--- src/rtl/ifu_fd.sv ---
// Fetch/decode front end: registered fetch PC and F->D pipeline register with
// D-stage next-PC selection (branch, j/jal, jr) and a one-instruction delay slot.
module ifu_fd #(
  parameter logic [31:0] PC_RESET = 32'h0000_3000
) (
  input  logic        clk,
  input  logic        reset_n,
  input  logic        stall,
  input  logic        D_flush_ds,
  input  logic [1:0]  D_npc_op,
  input  logic        D_b_result,
  input  logic [31:0] D_rs_val,
  input  logic [31:0] F_instr,
  output logic [31:0] F_pc,
  output logic [31:0] D_pc,
  output logic [31:0] D_instr,
  output logic        D_valid,
  output logic [31:0] D_pc8
);

  localparam logic [1:0] NPC_SEQ = 2'b00;
  localparam logic [1:0] NPC_BR  = 2'b01;
  localparam logic [1:0] NPC_J   = 2'b10;
  localparam logic [1:0] NPC_JR  = 2'b11;

  logic [31:0] seq_pc;
  logic [31:0] br_tgt;
  logic [31:0] j_tgt;
  logic [31:0] next_pc;

  assign seq_pc = F_pc + 32'd4;
  assign br_tgt = D_pc + 32'd4 + {{14{D_instr[15]}}, D_instr[15:0], 2'b00};
  assign j_tgt  = {D_pc[31:28], D_instr[25:0], 2'b00};
  assign D_pc8  = D_pc + 32'd8;

  // Redirects come only from a live instruction in D; a bubble never steers fetch.
  always_comb begin
    next_pc = seq_pc;
    if (D_valid) begin
      case (D_npc_op)
        NPC_BR:  if (D_b_result) next_pc = br_tgt;
        NPC_J:   next_pc = j_tgt;
        NPC_JR:  next_pc = D_rs_val;
        NPC_SEQ: next_pc = seq_pc;
        default: next_pc = seq_pc;
      endcase
    end
  end

  // stall freezes everything, so a held control instruction is simply re-evaluated.
  always_ff @(posedge clk or negedge reset_n) begin
    if (!reset_n) begin
      F_pc    <= PC_RESET;
      D_pc    <= PC_RESET;
      D_instr <= '0;
      D_valid <= 1'b0;
    end else if (!stall) begin
      F_pc <= next_pc;
      D_pc <= F_pc;
      if (D_flush_ds) begin
        D_instr <= '0;
        D_valid <= 1'b0;
      end else begin
        D_instr <= F_instr;
        D_valid <= 1'b1;
      end
    end
  end

endmodule

--- config.mk ---
export PLATFORM = sky130hd
export DESIGN_NAME = ifu_fd
export DESIGN_NICKNAME = d
export VERILOG_FILES = /design/src/rtl/ifu_fd.sv
export SDC_FILE = /design/constraint.sdc
export NUM_CORES = 1
export LEC_CHECK = 0
export CORE_AREA = 2 2 142 144
export CTS_BUF_LIST = sky130_fd_sc_hd__clkbuf_8
export CTS_CLUSTER_DIAMETER = 40
export CTS_CLUSTER_SIZE = 24
export DETAILED_ROUTE_END_ITERATION = 12
export DIE_AREA = 0 0 144 146
export GPL_TIMING_DRIVEN = 0
export MAX_ROUTING_LAYER = met4
export PLACE_DENSITY_LB_ADDON = 0.2
export SLEW_MARGIN = 10
export SYNTH_ARGS = -nofsm -noshare
export SYNTH_HDL_FRONTEND = slang
export SYNTH_SLANG_ARGS = --single-unit
--- constraint.sdc ---
create_clock -name clk -period 3.3 [get_ports clk]
set_input_delay 0.33 -clock clk [delete_from_list [all_inputs] [get_ports clk]]
set_output_delay 0.33 -clock clk [all_outputs]
set_load 0.01 [all_outputs]
After elaboration in Yosys (flattened, before gate mapping). Index checks and enable logic that the tools add are counted.

Bits in registers: 97. Bits in latches: 0. Bits in writable memories: 0. Memory bits (read-only): 0. Output and inout bits: 129. Logic and storage cells: 17. Memories: 0.

Add/subtract/negate cells: 4. $mul: 0. Divide/modulo/power cells: 0. Order comparisons: 0. Equal/unequal tests: 3. Shift-type cells: 0. Mux-type cells: 5. Bitwise logic cells: 0. Reduce and logical (&&, ||, !) cells: 1.

Operators with widths (number): 32-bit case mux with 4 select lines (1); 32-bit 2-to-1 mux (3); 32-bit by 3-bit adder with 32-bit output (second input constant) (2); 32-bit adder (1); 32-bit by 4-bit adder with 32-bit output (second input constant) (1); 2-bit equality test (second input constant) (2); 2-bit by 1-bit equality test with 1-bit output (second input constant) (1); 2-bit zero test (1); 1-bit 2-to-1 mux (1).

Depth between registers and ports, before layout.
Depth in word-level cells: 5. Mapped depth: 12.

Worst setup path after synthesis. No wires, ideal clock.

Path kind: register to register. From: register D_pc[3]. To: register F_pc[25]. Library setup time: 0.124 ns. Arrival: 3.111 ns. Setup slack: 0.066 ns. Cell stages (with the launch flop): 11. Buffers on the path: 0. Period minus slack after synthesis: 3.234 ns. Cell sequence: dfrtp_1 -> ha_1 -> ha_1 -> fa_1 -> a211oi_1 -> o21ai_1 -> a2111oi_1 -> nor3_1 -> o21ai_0 -> nor3_1 -> o31a_1.

Longest elaborated chain between the ends: 5.

RTL lines: from (decl) (line 15) `output logic [31:0] D_pc,`; from (signal assigned) (line 59) `D_pc <= F_pc;`; 32-bit by 3-bit adder with 32-bit output (line 32) `assign br_tgt = D_pc + 32'd4 + {{14{D_instr[15]}}, D_instr[15:0], 2'b00};`; 32-bit adder (line 32); 32-bit 2-to-1 mux (line 41) `NPC_BR: if (D_b_result) next_pc = br_tgt;`; 32-bit case mux with 4 select lines (line 40) `case (D_npc_op)`; 32-bit 2-to-1 mux (line 39) `if (D_valid) begin`; to (signal assigned) (line 58) `F_pc <= next_pc;`; to (decl) (line 14) `output logic [31:0] F_pc,`.

Every way passes these cells. A chain may end at the register's enable or synchronous reset.

Worst setup path in the final report.
From: register D_instr[15]. To: register F_pc[22].

Longest elaborated chain between the ends: 4.

RTL lines: from (decl) (line 16) `output logic [31:0] D_instr,`; from (signal assigned) (line 64) `D_instr <= F_instr;`; 32-bit adder (line 32); 32-bit 2-to-1 mux (line 41); 32-bit case mux with 4 select lines (line 40); 32-bit 2-to-1 mux (line 39).

Every way passes these cells.

==> run metrics <==
status completed; CP max-delay cell dfrtp_4; flops & latches, synth 97; Synth Area in Compound Gates 0.221; Post-Synth Simple-Gate Area 0.204; clock latency at the later pin of the worst-skew pair 0.39 ns; Critical Path Fanout Max 18; Worst setup EP type flop; initial antenna violation count 0; setup TNS 0 ns; post-synthesis mux area share 0.0691; post-synthesis xor/xnor area fraction 0.0567; Die Area 21000 sq um; max_slew headroom 0.383; drt drc 0; post-placement cell area 10100 sq um; Clock Pin Slew Worst Setup and Hold Paths 0.11 ns; largest cells by area after synthesis dfrtp_1, ha_1, o21ai_0; adder-cell share of the synthesized area 0.0981; Yosys top cell by area dfrtp_1; RSZ-0062 raised after global routing true; P_leak 4.55 nW; Finished Cell Area 10500 sq um; Avg WL per Cell 20.4 um; Port-buffer cells 197; GRT Overall Usage 0.282; list of most frequent post-synthesis cells nand2_1, dfrtp_1, o21ai_0; Vert. Die Dim 146 um; Critical Path Start Type flop; Final GP Congestion 0.936; num rows 51; Max Used Layer met4; met2 wire len 13100 um; largest family of logic cells by synthesized area compound AO/OA/AOI/OAI gates; Final Hold Viols 0; Final Cycle Share 0.975; cell with the most instances after synthesis nand2_1; MaxCap Viol Count 0; ANT nets after route 0; Synth Flop Type dfrtp_1; largest net degree at the start of global routing 56; buffers and inverters on the worst path 1; first drt pass iteration count 7; Post-synth ARST share 1.00; worst path required time 3.62 ns; DR vias/cell 5.71; total gr overflow 0; nets 1275; WL met1 13200 um; Cells after Synth 918; CTS sink count 97; Area growth syn-to-layout 36.1%; n_diodes 0; final non-filler cell total 1414; WHS 0.420 ns; top cell family by delay on the critical path compound AO/OA/AOI/OAI gates; skew final 0.0193 ns; final wirelength 28800 um; PD cells 560 nW/um^2; top cell type's share of synthesized area 0.301; critical path's largest stage delay 0.60 ns; Initial Util 0.400; CTS max path bufs 2; clock tree root driver cell clkbuf_8; Worst Hold Class in2async; cells along the critical path ha_1 -> ha_1 -> clkbuf_1 -> a21oi_4 -> o211ai_1 -> a2111oi_4 -> a22oi_1 -> xnor2_1 -> nand2_1 -> a21oi_1; CTS tree yes; crit path kind reg2reg; Top cell by count, worst path ha_1; number of library cell types mapped by synthesis 68; register area share after synthesis 0.315; die width 144 um; Post-Syn Area per Cell 8.42 sq um; met3 WL post-DR 2130 um; final slew viol count 0; H-tree depth 3; io pins 200; VDD IR max 0.248 mV; Ys Warns 0; EDFF count, synth 0; Detail Placement HPWL 21800 um; critical path data arrival time 3.54 ns; CTS Buf Count 9; Mapped Nets 1049; layout cells sized above 1 0.0888; worst reg2reg startpoint D_instr[15]; final critical-path required period 3.22 ns; number of global-route vias before repair 7572; first-pass GRT wire length 44200 um; core area 19300 sq um; register-to-register path setup slack 0.08 ns; DR iter-0 viols 786; Slew @ Worst Pin 0.922 ns; via count 8069; R2R Path End F_pc[22]; Final setup viols 0; Fmax 311 MHz; mapped cell area 7730 sq um; Placed Cells 1381; reg2reg path depth 10
-- routing by layer --
layer / vias up / global-route usage
met1: 3917 / 0.410
met3: 22 / 0.0405
met4: 0 / 0.0485
met5: - / -
met2: 325 / 0.425
li1: 3805 / -
-- placed cells by master, fill, tap and decap left out, types with 7 or more instances in the layout --
| cell type | n |
|---|---|
| clkbuf_8 | 9 |
| xor2_1 | 14 |
| mux2_2 | 27 |
| a22oi_1 | 10 |
| nor2_1 | 52 |
| o211ai_1 | 7 |
| ha_1 | 58 |
| clkdlybuf4s50_1 | 188 |
| nand3_1 | 33 |
| nor3_1 | 18 |
| buf_4 | 19 |
| dfrtp_1 | 88 |
| o22ai_1 | 9 |
| buf_1 | 7 |
| and3_1 | 15 |
| a21oi_1 | 49 |
| mux2i_1 | 23 |
| inv_1 | 25 |
| nand2b_1 | 33 |
| nand2_1 | 106 |
| a21o_1 | 28 |
| a211oi_1 | 9 |
| nand4_1 | 13 |
| o21ai_0 | 90 |
| clkbuf_1 | 38 |
| xnor2_1 | 36 |
| or3_1 | 8 |
-- cell type report --
type / count / area [sq um]
plain buffers: 49 / 196
inverters: 23 / 86.3
repair buffers: 215 / 2140
multi-input cells: 749 / 5150
fillers: 1849 / 8820
well taps: 265 / 332
flip-flops and latches: 97 / 2440
clock inverters: 7 / 40.0
clock buffers: 9 / 124
-- state kept, by name (all words and copies together), names as in the netlist --
register / cells
D_valid: 1
D_pc: 32
D_instr: 32
F_pc: 32
-- through the flow --
step	utilization	setup slack [ns]	power, mW
6_report	0.544	0.0837	5.89
5_1_grt	0.544	-0.0156	6.29
4_1_cts	0.537	0.0151	5.83
3_5_place_dp	0.520	-0.849	4.99
3_3_place_gp	0.519	-1.93	4.95
2_1_floorplan	-	0.0656	3.51
-- worst max-delay path by stage --
| stage | startpoint | endpoint | slack [ns] | cells past startpoint |
|---|---|---|---|---|
| 2_1_floorplan | D_pc[3] | F_pc[25] | 0.07 | 10 |
| 3_3_place_gp | reset_n | D_pc[24] | -1.93 | 1 |
| 3_5_place_dp | D_instr[15] | F_pc[30] | -0.85 | 10 |
| 4_1_cts | D_pc[3] | F_pc[25] | 0.02 | 11 |
| 5_1_grt | D_pc[3] | F_pc[29] | -0.02 | 11 |
| 6_report | D_instr[15] | F_pc[22] | 0.08 | 10 |
-- timing repair --
item | in CTS | in global routing
pin swaps | 5 | 6
setup buffers | 7 | 9
endpoints found under the setup margin | 24 | 21
hold buffers | 1 | 0
resized for setup | 28 | 15
endpoints found under the hold margin | 42 | 0
-- power by group --
group / switching [mW] / internal, mW / total (mW)
logic: 1.55 / 1.62 / 3.16
clock network: 0.469 / 0.269 / 0.738
registers: 0.524 / 1.47 / 1.99
total: 2.54 / 3.35 / 5.89
-- logic make-up after synthesis --
logic type	after synthesis
adder cells (fa/ha/maj)	60
XOR/XNOR	50
AO/OA/AOI/OAI	270
flip-flops	97
AND/OR/NAND/NOR	319
multiplexers	50
buffers and inverters	72
Power figures use the tool's default switching activity.
